==> src/rtl/fft_sched_pkg.sv <==
// Shared types and constants for the FFT frame scheduler.
package fft_sched_pkg;

    localparam int unsigned BYTES_PER_BIN = 6;
    localparam int unsigned SMP_W         = 24;

    // Frame-level states. The top parks in StTxByte while the serializer runs
    // its own byte/hold/wait handshake for the current bin.
    typedef enum logic [2:0] {
        StFill,
        StStart,
        StCompute,
        StRdReq,
        StRdLat,
        StTxByte,
        StTxHold,
        StTxWait
    } state_e;

    // Per-byte handshake phases inside the serializer.
    typedef enum logic [1:0] {
        SerIdle,
        SerByte,
        SerHold,
        SerWait
    } ser_state_e;

endpackage

==> src/rtl/fft_bin_serializer.sv <==
// Serializes one FFT bin (Re then Im, MSB first) into six UART bytes.
module fft_bin_serializer
    import fft_sched_pkg::*;
(
    input  logic             clk_i,
    input  logic             rst_i,
    input  logic             load_i,
    input  logic [SMP_W-1:0] re_i,
    input  logic [SMP_W-1:0] im_i,
    input  logic             tx_busy_i,
    output logic [7:0]       tx_data_o,
    output logic             tx_start_o,
    output logic             done_o
);

    localparam int unsigned SREG_W   = 2 * SMP_W;
    localparam logic [2:0]  LastByte = 3'(BYTES_PER_BIN - 1);

    ser_state_e        phase_q, phase_d;
    logic [SREG_W-1:0] sreg_q, sreg_d;
    logic [2:0]        idx_q, idx_d;
    logic [7:0]        tx_data_q, tx_data_d;

    // Byte handshake: start when TX idle, hold one cycle for busy to rise, then wait it out.
    always_comb begin
        phase_d    = phase_q;
        sreg_d     = sreg_q;
        idx_d      = idx_q;
        tx_data_d  = tx_data_q;
        tx_start_o = 1'b0;
        done_o     = 1'b0;
        if (!rst_i) begin
            unique case (phase_q)
                SerIdle: begin
                    if (load_i) begin
                        sreg_d  = {re_i, im_i};
                        idx_d   = '0;
                        phase_d = SerByte;
                    end
                end
                SerByte: begin
                    if (!tx_busy_i) begin
                        tx_start_o = 1'b1;
                        tx_data_d  = sreg_q[SREG_W-1 -: 8];
                        phase_d    = SerHold;
                    end
                end
                SerHold: begin
                    sreg_d  = {sreg_q[SREG_W-9:0], 8'h00};
                    phase_d = SerWait;
                end
                SerWait: begin
                    if (!tx_busy_i) begin
                        if (idx_q < LastByte) begin
                            idx_d   = idx_q + 3'd1;
                            phase_d = SerByte;
                        end else begin
                            done_o  = 1'b1;
                            phase_d = SerIdle;
                        end
                    end
                end
                default: phase_d = SerIdle;
            endcase
        end
        // Present the new byte in its start cycle, otherwise hold the last one sent.
        tx_data_o = tx_start_o ? sreg_q[SREG_W-1 -: 8] : tx_data_q;
    end

    // Serializer state register.
    always_ff @(posedge clk_i) begin
        if (rst_i) begin
            phase_q   <= SerIdle;
            sreg_q    <= '0;
            idx_q     <= '0;
            tx_data_q <= '0;
        end else begin
            phase_q   <= phase_d;
            sreg_q    <= sreg_d;
            idx_q     <= idx_d;
            tx_data_q <= tx_data_d;
        end
    end

endmodule

==> src/rtl/fft_frame_sched.sv <==
// Frame scheduler: fills the FFT input buffer, kicks the FFT, drains results to UART.
module fft_frame_sched
    import fft_sched_pkg::*;
#(
    parameter int unsigned N_POINT = 16,
    parameter int unsigned ADDR_W  = 4,
    parameter int unsigned DATA_W  = 24,
    parameter int unsigned GAP_CYC = 52070
) (
    input  logic              clk,
    input  logic              rst,
    input  logic              smp_en_i,
    input  logic [DATA_W-1:0] smp_re_i,
    input  logic [DATA_W-1:0] smp_im_i,
    output logic              wr_en_o,
    output logic [ADDR_W-1:0] wr_addr_o,
    output logic [DATA_W-1:0] wr_re_o,
    output logic [DATA_W-1:0] wr_im_o,
    output logic              fft_start_o,
    input  logic              fft_done_i,
    output logic [ADDR_W-1:0] rd_addr_o,
    input  logic [DATA_W-1:0] rd_re_i,
    input  logic [DATA_W-1:0] rd_im_i,
    output logic [7:0]        tx_data_o,
    output logic              tx_start_o,
    input  logic              tx_busy_i,
    output logic              busy_o,
    output logic              drop_o,
    output logic              gap_err_o
);

    localparam int unsigned       GAP_W   = $clog2(GAP_CYC + 1);
    localparam logic [ADDR_W-1:0] LastIdx = ADDR_W'(N_POINT - 1);
    localparam logic [GAP_W-1:0]  GapLast = GAP_W'(GAP_CYC - 1);

    state_e            state_q, state_d;
    logic [ADDR_W-1:0] wr_cnt_q, wr_cnt_d;
    logic [ADDR_W-1:0] bin_q, bin_d;
    logic [GAP_W-1:0]  gap_q, gap_d;
    logic              ser_load;
    logic              ser_done;

    // Frame FSM, sample counter and inter-sample gap timer.
    always_comb begin
        state_d     = state_q;
        wr_cnt_d    = wr_cnt_q;
        bin_d       = bin_q;
        gap_d       = gap_q;
        wr_en_o     = 1'b0;
        fft_start_o = 1'b0;
        drop_o      = 1'b0;
        gap_err_o   = 1'b0;
        ser_load    = 1'b0;
        if (!rst) begin
            unique case (state_q)
                StFill: begin
                    // A strobe in the timeout cycle wins over the timeout.
                    if (smp_en_i) begin
                        wr_en_o = 1'b1;
                        gap_d   = '0;
                        if (wr_cnt_q == LastIdx) begin
                            wr_cnt_d = '0;
                            state_d  = StStart;
                        end else begin
                            wr_cnt_d = wr_cnt_q + 1'b1;
                        end
                    end else if (wr_cnt_q != '0) begin
                        if (gap_q == GapLast) begin
                            wr_cnt_d  = '0;
                            gap_d     = '0;
                            gap_err_o = 1'b1;
                        end else begin
                            gap_d = gap_q + 1'b1;
                        end
                    end
                end
                StStart: begin
                    fft_start_o = 1'b1;
                    state_d     = StCompute;
                end
                StCompute: begin
                    if (fft_done_i) begin
                        bin_d   = '0;
                        state_d = StRdReq;
                    end
                end
                StRdReq: state_d = StRdLat;
                StRdLat: begin
                    ser_load = 1'b1;
                    state_d  = StTxByte;
                end
                StTxByte: begin
                    if (ser_done) begin
                        if (bin_q == LastIdx) begin
                            state_d = StFill;
                        end else begin
                            bin_d   = bin_q + 1'b1;
                            state_d = StRdReq;
                        end
                    end
                end
                default: state_d = StFill;
            endcase
            drop_o = smp_en_i && (state_q != StFill);
        end
    end

    // Datapath outputs that follow the registered state directly.
    always_comb begin
        busy_o    = (state_q != StFill);
        wr_addr_o = wr_cnt_q;
        rd_addr_o = bin_q;
        wr_re_o   = wr_en_o ? smp_re_i : '0;
        wr_im_o   = wr_en_o ? smp_im_i : '0;
    end

    // Frame state registers with synchronous reset.
    always_ff @(posedge clk) begin
        if (rst) begin
            state_q  <= StFill;
            wr_cnt_q <= '0;
            bin_q    <= '0;
            gap_q    <= '0;
        end else begin
            state_q  <= state_d;
            wr_cnt_q <= wr_cnt_d;
            bin_q    <= bin_d;
            gap_q    <= gap_d;
        end
    end

    fft_bin_serializer u_ser (
        .clk_i      (clk),
        .rst_i      (rst),
        .load_i     (ser_load),
        .re_i       (rd_re_i),
        .im_i       (rd_im_i),
        .tx_busy_i  (tx_busy_i),
        .tx_data_o  (tx_data_o),
        .tx_start_o (tx_start_o),
        .done_o     (ser_done)
    );

endmodule
==> config.mk <==
export PLATFORM = sky130hd
export DESIGN_NAME = fft_frame_sched
export DESIGN_NICKNAME = d
export VERILOG_FILES = /design/src/rtl/fft_sched_pkg.sv /design/src/rtl/fft_bin_serializer.sv /design/src/rtl/fft_frame_sched.sv
export SDC_FILE = /design/constraint.sdc
export NUM_CORES = 1
export LEC_CHECK = 0
export BUFFER_PORTS_ARGS = -buffer_cell sky130_fd_sc_hd__buf_4
export CAP_MARGIN = 20
export CORE_MARGIN = 2
export CORE_UTILIZATION = 54
export DETAILED_ROUTE_END_ITERATION = 10
export PLACE_DENSITY = 0.83
export SETUP_SLACK_MARGIN = 0.2
export SYNTH_ARGS = -nofsm -noshare
export SYNTH_HDL_FRONTEND = slang
export SYNTH_SLANG_ARGS = --single-unit
export TNS_END_PERCENT = 50
==> constraint.sdc <==
create_clock -name clk -period 6.8 [get_ports clk]
set_input_delay 2.04 -clock clk [delete_from_list [all_inputs] [get_ports clk]]
set_output_delay 2.04 -clock clk [all_outputs]
set_load 0.02 [all_outputs]
==> impl_metrics.toml, run 1 <==
[outcome]
outcome = "complete, no violations"

[worst_setup_path]
reg2reg_depth = 7
cp-startpoint = "tx_busy_i"
cp.required_ns = 4.76
r2r_end = "u_ser.sreg_q[40]$_SDFFE_PP0P_"
worstSetupPathType = "input pin to output pin"
cp_max_fo = 9
cp-endpoint = "tx_data_o[1]"
end_kind = "output pin"
arrival_ns = 3.72
cp-start-kind = "input pin"
reg2reg_slack_ns = 3.72
r2r_start = "u_ser.phase_q[0]$_SDFFE_PP0P_"

[global_route]
grt_usage_pct = 25.70
grt_max_degree = 62
grt_pass1_wl_um = 20440
grt_pass1_vias = 4340
antenna_found_initial = 0
grt_overflow = 0

[layout]
final_common_cell = "buf_4"
drive_gt1_share_pct = 29.29
fin_nets = 806
area.growth.synth_to_final_pct = 32.00
final_cell_mix = "buf_4 (173), dfxtp_1 (88), nor2_1 (56)"
fin_cells = 805
antenna_cells = 0

[floorplan]
design.die.area_mm2 = 0.009362
die_h_um = 96.76
ios = 171
dieWidth_um = 96.76
initial_core_util_pct = 56.26
core_mm2 = 0.008258
rows = 33

[place]
place_ws_ns = 0.8845
place.gp.congestion = 0.8041
dp_hpwl_um = 9151
portBuffers = 170
dp_cells = 789

[timing]
slew_headroom_pct = 41.54
fin_crit_ns = 5.760
fin_ws_ns = 1.040
setup_viol = 0
fin_crit_sh_pct = 84.70
clock_skew_ns = 0.01126
hold_viol_final = 0
hold_ws_ns = 0.4591
worst_pin_slew_ns = 0.8769
rsz0062_at_grt = "false"
final_max_slew_viol_count = 0
fmax_ghz = 0.1736
finalSetupTns_ns = 0

[clocking]
cts_buffer_depth = 2
cts_root_buffer = "clkbuf_8"
cts.sink_count = 88
cts_setup_buffers = 0
worstSkewPairLatency_ns = 0.36
numCtsBuffers = 9
clk_pin_slew_worst_paths_ns = 0.09
cts_tree = "built"
h-tree-depth = 3
cts_hold_buf = 0
cts_resized = 0

[hold_path]
hold_path_class = "flip-flop to flip-flop"

[logic_synthesis]
ys_dominant_reg_cell = "dfxtp_1"
ys_seq_elements = 88
ys_warn_count = 0
yosysSeqAreaShare_pct = 37.92
syn_area_mm2 = 0.004646
syn_nets = 662
syn_inst = 551
avgSynthCellArea_um2 = 8.431
synth_edf_count = 0
ys_types = 48
ys_async_sr_fraction_pct = 0

[detailed_routing]
vias_per_cell = 5.640
wire_per_inst_um = 15.47
ant_nets = 0
via_count = 4540
drcViolationCount = 0
dr.first_iter.drc_count = 127
first_pass_iters = 5
wirelength_um = 12460

[power_and_ir_drop]
leakagePower_nw = 2.377
p_per_area_mw_per_mm2 = 196.0
ir_drop_mv = 0.1370
power.total_mw = 1.202

[job]
drv_cap = 0
## cell type report
| class | count | area [µm²] |
|---|---|---|
| Clock buffer | 11 | 151.4 |
| Inverter | 13 | 48.80 |
| Timing Repair Buffer | 173 | 1299 |
| Multi-Input combinational cell | 410 | 2678 |
| Sequential cell | 88 | 1762 |
| Fill cell | 638 | 2126 |
| Clock inverter | 5 | 62.56 |
| Tap cell | 105 | 131.4 |
## worst min-delay path by stage
stage | startpoint | endpoint | slack (ns) | cells past startpoint
2_1_floorplan | u_ser.sreg_q[0]$_SDFFE_PP0P_ | u_ser.sreg_q[0]$_SDFFE_PP0P_ | 0.43 | 2
3_3_place_gp | u_ser.sreg_q[5]$_SDFFE_PP0P_ | u_ser.sreg_q[5]$_SDFFE_PP0P_ | 0.44 | 2
3_5_place_dp | u_ser.sreg_q[2]$_SDFFE_PP0P_ | u_ser.sreg_q[2]$_SDFFE_PP0P_ | 0.45 | 2
4_1_cts | u_ser.sreg_q[2]$_SDFFE_PP0P_ | u_ser.sreg_q[2]$_SDFFE_PP0P_ | 0.46 | 2
5_1_grt | u_ser.sreg_q[2]$_SDFFE_PP0P_ | u_ser.sreg_q[2]$_SDFFE_PP0P_ | 0.48 | 2
6_report | u_ser.sreg_q[6]$_SDFFE_PP0P_ | u_ser.sreg_q[6]$_SDFFE_PP0P_ | 0.46 | 2
## per-stage QoR
step                      util (%)  area (µm²)
final                        74.26        6132
after global routing         74.26        6132
after detailed placement     71.65        5917
after global placement       71.65        5917
after floorplan                  -        4646
after CTS                    74.24        6131
## power by group
part           internal, mW  total [mW]  switching (mW)
Sequential            0.526       0.544          0.0174
Combinational         0.125       0.274           0.149
Clock                 0.193       0.384           0.191
Total                 0.844        1.20           0.358
## per-layer routing
metal / track usage (%) / wire length, µm / vias to the layer above
met5: 0 / 0 / -
met4: 4.984 / 119 / 0
met3: 6.936 / 656 / 16
met2: 44.66 / 6374 / 115
met1: 32.22 / 5306 / 2144
li1: - / - / 2265
## worst max-delay path: stages
cell     delay (ns)
buf_4          0.13
inv_1          0.07
nand2_1        0.19
nor2_1         0.69
mux2_2         0.43
buf_4          0.16
## cells in the mapped netlist (all sizes together) (4+ instances only)
library cell,number,share of area [%]
and3,4,0.54
or3,4,0.54
o21ai,15,1.6
ha,10,2.7
nor3,5,0.65
nand3,16,1.7
dfxtp,88,38
mux2,9,2.2
and2,49,6.6
mux2i,43,9.3
nand2b,6,0.81
a211oi,40,6.5
or4,8,1.3
a31oi,12,1.6
nand2,37,3.0
a21oi,40,4.3
clkbuf,33,2.7
inv,13,1.1
nand4,6,0.81
buf,7,0.81
o31ai,7,1.1
nor2,56,4.5
nand3b,12,1.9
## cell families after synthesis
| group | Yosys count | share of synthesized area [%] |
|---|---|---|
| adder cells (fa/ha/maj) | 10 | 2.693 |
| flip-flops | 88 | 37.92 |
| XOR/XNOR | 2 | 0.3771 |
| multiplexers | 52 | 11.45 |
| buffers and inverters | 53 | 4.524 |
| AO/OA/AOI/OAI | 124 | 16.99 |
| AND/OR/NAND/NOR | 222 | 26.04 |
## registers in the layout, summed over array words and instances (netlist names)
signal,flops
u_ser.sreg_q,48
gap_q,16
u_ser.tx_data_q,8
rd_addr_o,4
wr_addr_o,4
state_q,3
u_ser.idx_q,3
u_ser.phase_q,2
No activity file was read; power rests on OpenSTA's default activity.
==> run 2: changes to the inputs <==
--- a/config.mk
+++ b/config.mk
@@ -8,9 +8,9 @@
 export BUFFER_PORTS_ARGS = -buffer_cell sky130_fd_sc_hd__buf_4
 export CAP_MARGIN = 20
 export CORE_MARGIN = 2
-export CORE_UTILIZATION = 54
+export CORE_UTILIZATION = 50
 export DETAILED_ROUTE_END_ITERATION = 10
-export PLACE_DENSITY = 0.83
+export PLACE_DENSITY = 0.78
 export SETUP_SLACK_MARGIN = 0.2
 export SYNTH_ARGS = -nofsm -noshare
 export SYNTH_HDL_FRONTEND = slang
==> constraint.sdc (replaced) <==
create_clock -name clk -period 5.7 [get_ports clk]
set_input_delay 1.71 -clock clk [delete_from_list [all_inputs] [get_ports clk]]
set_output_delay 1.71 -clock clk [all_outputs]
set_load 0.02 [all_outputs]
==> run 2 against run 1 <==
Net effect: final area up 0.33%; critical endpoint is now tx_data_o[3]; non-clock buffer count is 2 higher; clock power increased by 19%; sequential power grew 19%; register-to-register slack worse by 0.84 ns; cell count up 0.99%; combinational power up 21%; die area rose by 7.7%.
==> impl_metrics.toml, run 2 (synthesis results as in run 1) <==
[timing]
rsz0062_at_grt = "false"
slew_headroom_pct = 42.32
fin_crit_ns = 4.849
clock_skew_ns = 0.009178
finalSetupTns_ns = 0
hold_viol_final = 0
worst_pin_slew_ns = 0.8652
fin_ws_ns = 0.8505
fin_crit_sh_pct = 85.08
final_max_slew_viol_count = 0
setup_viol = 0
fmax_ghz = 0.2062

[global_route]
use_met3_pct = 7.521
antenna_found_initial = 0
grt.met1_usage_pct = 29.09
grt_pass1_vias = 4157
grt_max_degree = 66
gr-max-usage-layer = "met2"
grt_overflow = 0
met2_usage_pct = 38.20
grt_pass1_wl_um = 19070
grt_usage_pct = 23.10

[detailed_routing]
drcViolationCount = 0
wire_per_inst_um = 14.80
ant_nets = 0
via_count = 4445
dr.first_iter.drc_count = 104
wirelength_um = 12030
vias_per_cell = 5.467
first_pass_iters = 6

[clocking]
cts_buffer_depth = 2
cts_hold_buf = 0
cts_setup_buffers = 0
worstSkewPairLatency_ns = 0.36
h-tree-depth = 3
cts_tree = "built"
cts_root_buffer = "clkbuf_8"
cts.sink_count = 88
clk_pin_slew_worst_paths_ns = 0.09
numCtsBuffers = 9
cts_resized = 0

[layout]
fin_cells = 813
top_regs = "u_ser.sreg_q: 48 flops, gap_q: 16 flops, u_ser.tx_data_q: 8 flops"
fin_nets = 808
largest-register = "u_ser.sreg_q"
antenna_cells = 0
largest_reg_flops = 48
area.growth.synth_to_final_pct = 32.43
final_cell_mix = "buf_4 (175), dfxtp_1 (88), nor2_1 (56)"
n_fill_cell = 759
drive_gt1_share_pct = 29.34
final_common_cell = "buf_4"

[place]
place_ws_ns = 0.8445
place.gp.congestion = 0.7823
dp_cells = 797
dp_hpwl_um = 8929
portBuffers = 170

[worst_setup_path]
cp-start-kind = "input pin"
reg2reg_depth = 7
worstSetupPathType = "input pin to output pin"
end_kind = "output pin"
cp_max_fo = 9
arrival_ns = 3.14
cp.required_ns = 3.99

[power_and_ir_drop]
leakagePower_nw = 2.390
p_per_area_mw_per_mm2 = 233.8
ir_drop_mv = 0.1611
power.total_mw = 1.438

[floorplan]
design.die.area_mm2 = 0.01008
initial_core_util_pct = 51.00
die_h_um = 100.4
ios = 171
rows = 35
dieWidth_um = 100.4
core_mm2 = 0.009109

[job]
drv_cap = 0

[hold_path]
worstHoldPathCells = 2
hold_path_class = "flip-flop to flip-flop"

[outcome]
outcome = "complete, no violations"
-- run 2: cell types whose count changed in the layout (fill, tap and decap cells not counted), sizes merged --
cell | previous run | this run
inv | 15 | 16
clkbuf | 11 | 10
clkinvlp | 2 | 1
buf | 173 | 175
clkinv | 0 | 1
-- run 2: final cells by class --
class / count / area, µm² / area share (%)
Tap cell: 111 / 138.9 / 2.257
Clock inverter: 6 / 75.07 / 1.220
Timing Repair Buffer: 175 / 1314 / 21.35
Multi-Input combinational cell: 410 / 2676 / 43.50
Sequential cell: 88 / 1762 / 28.64
Inverter: 13 / 48.80 / 0.7932
Clock buffer: 10 / 137.6 / 2.237
-- run 2: report_power, final --
group / internal [mW] / switching (mW)
registers: 0.628 / 0.0215
clock network: 0.222 / 0.236
logic: 0.151 / 0.180
-- run 2: worst paths after layout --
check / start / end / slack, ns
max reg2reg: u_ser.phase_q[0]$_SDFFE_PP0P_ / u_ser.sreg_q[40]$_SDFFE_PP0P_ / 2.88
max: tx_busy_i / tx_data_o[3] / 0.85
min: u_ser.sreg_q[6]$_SDFFE_PP0P_ / u_ser.sreg_q[6]$_SDFFE_PP0P_ / 0.46
min reg2reg: u_ser.sreg_q[6]$_SDFFE_PP0P_ / u_ser.sreg_q[6]$_SDFFE_PP0P_ / 0.46
-- run 2: through the flow --
step           utilization, %  area (µm²)  hold WS, ns
6_report                67.54        6152       0.4570
5_1_grt                 67.54        6152       0.4842
4_1_cts                 67.54        6152       0.4610
3_5_place_dp            65.21        5939       0.4475
3_3_place_gp            65.21        5939       0.4403
2_1_floorplan               -        4646       0.4316
-- run 2: metal layers --
| layer | routed length [µm] | share of wire, % | up-vias |
|---|---|---|---|
| li1 | - | - | 2272 |
| met1 | 5287 | 44 | 2073 |
| met3 | 660 | 5.5 | 14 |
| met4 | 129 | 1.1 | 0 |
| met2 | 5956 | 49 | 86 |
| met5 | 0 | 0 | - |
-- run 2: worst max-delay path: stages --
cell     delay [ns]
buf_4          0.13
inv_1          0.07
nand2_1        0.19
nor2_1         0.31
buf_4          0.22
mux2_2         0.34
buf_4          0.16
==> run 3: changes to the inputs <==
==> constraint.sdc (replaced) <==
create_clock -name clk -period 5.7 [get_ports clk]
set_input_delay 1.71 -clock clk [delete_from_list [all_inputs] [get_ports clk]]
set_output_delay 1.71 -clock clk [all_outputs]
set_load 0.005 [all_outputs]
==> run 3 against run 2 <==
Net effect: clock skew is 0.0018 ns higher; clock power is 3% higher; flip-flop and latch count stayed put; sequential share of layout area hardly changed; clock-buffer cell count is 1 lower; global-route usage is 0.26 points higher; die area stayed put; first-iteration DRC count is 98% higher; sequential power hardly changed; non-clock buffer count stayed put; worst setup slack better by 0.034 ns; cell count stayed put; largest cell class unchanged.
==> impl_metrics.toml, run 3 (synthesis results as in run 1) <==
[floorplan]
rows = 35
die_h_um = 100.4
initial_core_util_pct = 51.00
design.die.area_mm2 = 0.01008
dieWidth_um = 100.4
core_mm2 = 0.009109
ios = 171

[timing]
fmax_ghz = 0.2077
hold_ws_ns = 0.4614
setup_viol = 0
clock_skew_ns = 0.01095
final_max_slew_viol_count = 0
worst_pin_slew_ns = 0.8559
hold_viol_final = 0
fin_crit_ns = 4.815
fin_crit_sh_pct = 84.48
slew_headroom_pct = 42.94
rsz0062_at_grt = "false"
finalSetupTns_ns = 0
fin_ws_ns = 0.8845

[layout]
fin_cells = 813
antenna_cells = 0
final_cell_mix = "buf_4 (175), dfxtp_1 (88), nor2_1 (56)"
area.growth.synth_to_final_pct = 32.62
top_regs = "u_ser.sreg_q: 48 flops, gap_q: 16 flops, u_ser.tx_data_q: 8 flops"
largest-register = "u_ser.sreg_q"
drive_gt1_share_pct = 29.34
fin_nets = 808
largest_reg_flops = 48
final_common_cell = "buf_4"

[clocking]
cts_hold_buf = 0
cts_root_buffer = "clkbuf_8"
h-tree-depth = 3
clk_pin_slew_worst_paths_ns = 0.09
numCtsBuffers = 9
cts_resized = 0
cts.sink_count = 88
cts_setup_buffers = 0
worstSkewPairLatency_ns = 0.36
cts_tree = "built"
cts_buffer_depth = 2

[global_route]
grt_usage_pct = 23.36
grt_overflow = 0
grt_pass1_wl_um = 19220
grt_max_degree = 66
antenna_found_initial = 0
grt_pass1_vias = 4218

[detailed_routing]
wirelength_um = 12060
vias_per_cell = 5.490
first_pass_iters = 4
ant_nets = 0
dr.first_iter.drc_count = 206
wire_per_inst_um = 14.84
via_count = 4463
drcViolationCount = 0

[worst_setup_path]
r2r_start = "u_ser.phase_q[0]$_SDFFE_PP0P_"
arrival_ns = 3.11
cp_num_buf_inv = 4
r2r_end = "u_ser.sreg_q[43]$_SDFFE_PP0P_"
cpMostUsedCell = "buf_4"
max_stage_delay_ns = 0.34
crit_family = "buffers and inverters"
cp_max_fo = 9
reg2reg_depth = 7
cp.required_ns = 3.99
worstPathCellList = "buf_4, inv_1, nand2_1, nor2_1, buf_4, mux2_2, buf_4"
reg2reg_slack_ns = 2.87
end_kind = "output pin"
cp-start-kind = "input pin"
worstSetupPathType = "input pin to output pin"
cpMaxStageDelayCell = "mux2_2"

[hold_path]
holdPathEnd = "u_ser.sreg_q[5]$_SDFFE_PP0P_"
worstHoldPathCells = 2
min_from = "u_ser.sreg_q[5]$_SDFFE_PP0P_"
hold_path_class = "flip-flop to flip-flop"

[place]
dp_cells = 797
place_ws_ns = 0.8625
place.gp.congestion = 0.7801
portBuffers = 170
dp_hpwl_um = 8838

[outcome]
outcome = "complete, no violations"

[power_and_ir_drop]
power_frac_comb_pct = 20.2
p_per_area_mw_per_mm2 = 228.3
p_int_mw = 0.9949
sw_frac_of_total_pct = 29.27
p_sw_mw = 0.4116
ir_drop_mv = 0.1648
seq_power_share_pct = 46.1
power.share.clock_pct = 33.6
leakagePower_nw = 2.398

[job]
drv_cap = 0
run 3: layout make-up:
type	instances	area (µm²)
clock buffer	9	123.9
clock inverter	7	97.59
fill	779	2948
inverter	13	48.80
multi-input combinational	410	2676
sequential	88	1762
tap	111	138.9
timing repair buffer	175	1314
run 3: power groups by stage:
stage / Clock, mW / Combinational, mW / Sequential, mW
after floorplan: 0 / 0.153 / 0.653
after CTS: 0.483 / 0.285 / 0.649
final: 0.473 / 0.285 / 0.649
after global routing: 0.508 / 0.315 / 0.652
after global placement: 0 / 0.276 / 0.662
after detailed placement: 0 / 0.283 / 0.663
run 3: per-stage QoR:
step | power, mW | util (%) | cell area (µm²)
3_5_place_dp | 0.9458 | 65.21 | 5939
4_1_cts | 1.417 | 67.64 | 6161
3_3_place_gp | 0.9379 | 65.21 | 5939
2_1_floorplan | 0.8065 | - | 4646
5_1_grt | 1.475 | 67.64 | 6161
6_report | 1.407 | 67.64 | 6161
run 3: metal layers:
layer / up-vias / GRT usage [%] / share of wire, %
met1: 2068 / 29.03 / 42
met4: 0 / 5.374 / 0.91
li1: 2277 / - / -
met3: 11 / 7.660 / 6.0
met2: 107 / 39.44 / 51
met5: - / 0 / 0
run 3: tightest hold or removal path, cell delays in order, from the launching register on:
cell,delay [ns]
dfxtp_1,0.32
nand2_1,0.05
a21oi_1,0.05
run 3: worst max-delay path by stage:
| stage | from | endpoint | slack (ns) | depth (start not counted) |
|---|---|---|---|---|
| finish | tx_busy_i | tx_data_o[4] | 0.88 | 7 |
| global route | tx_busy_i | tx_data_o[4] | 0.71 | 7 |
| CTS | tx_busy_i | tx_data_o[4] | 0.85 | 7 |
| detailed placement | tx_busy_i | tx_data_o[4] | 0.86 | 7 |
| global placement | tx_busy_i | tx_data_o[0] | 0.91 | 7 |
| floorplan | tx_busy_i | tx_data_o[0] | 1.22 | 4 |
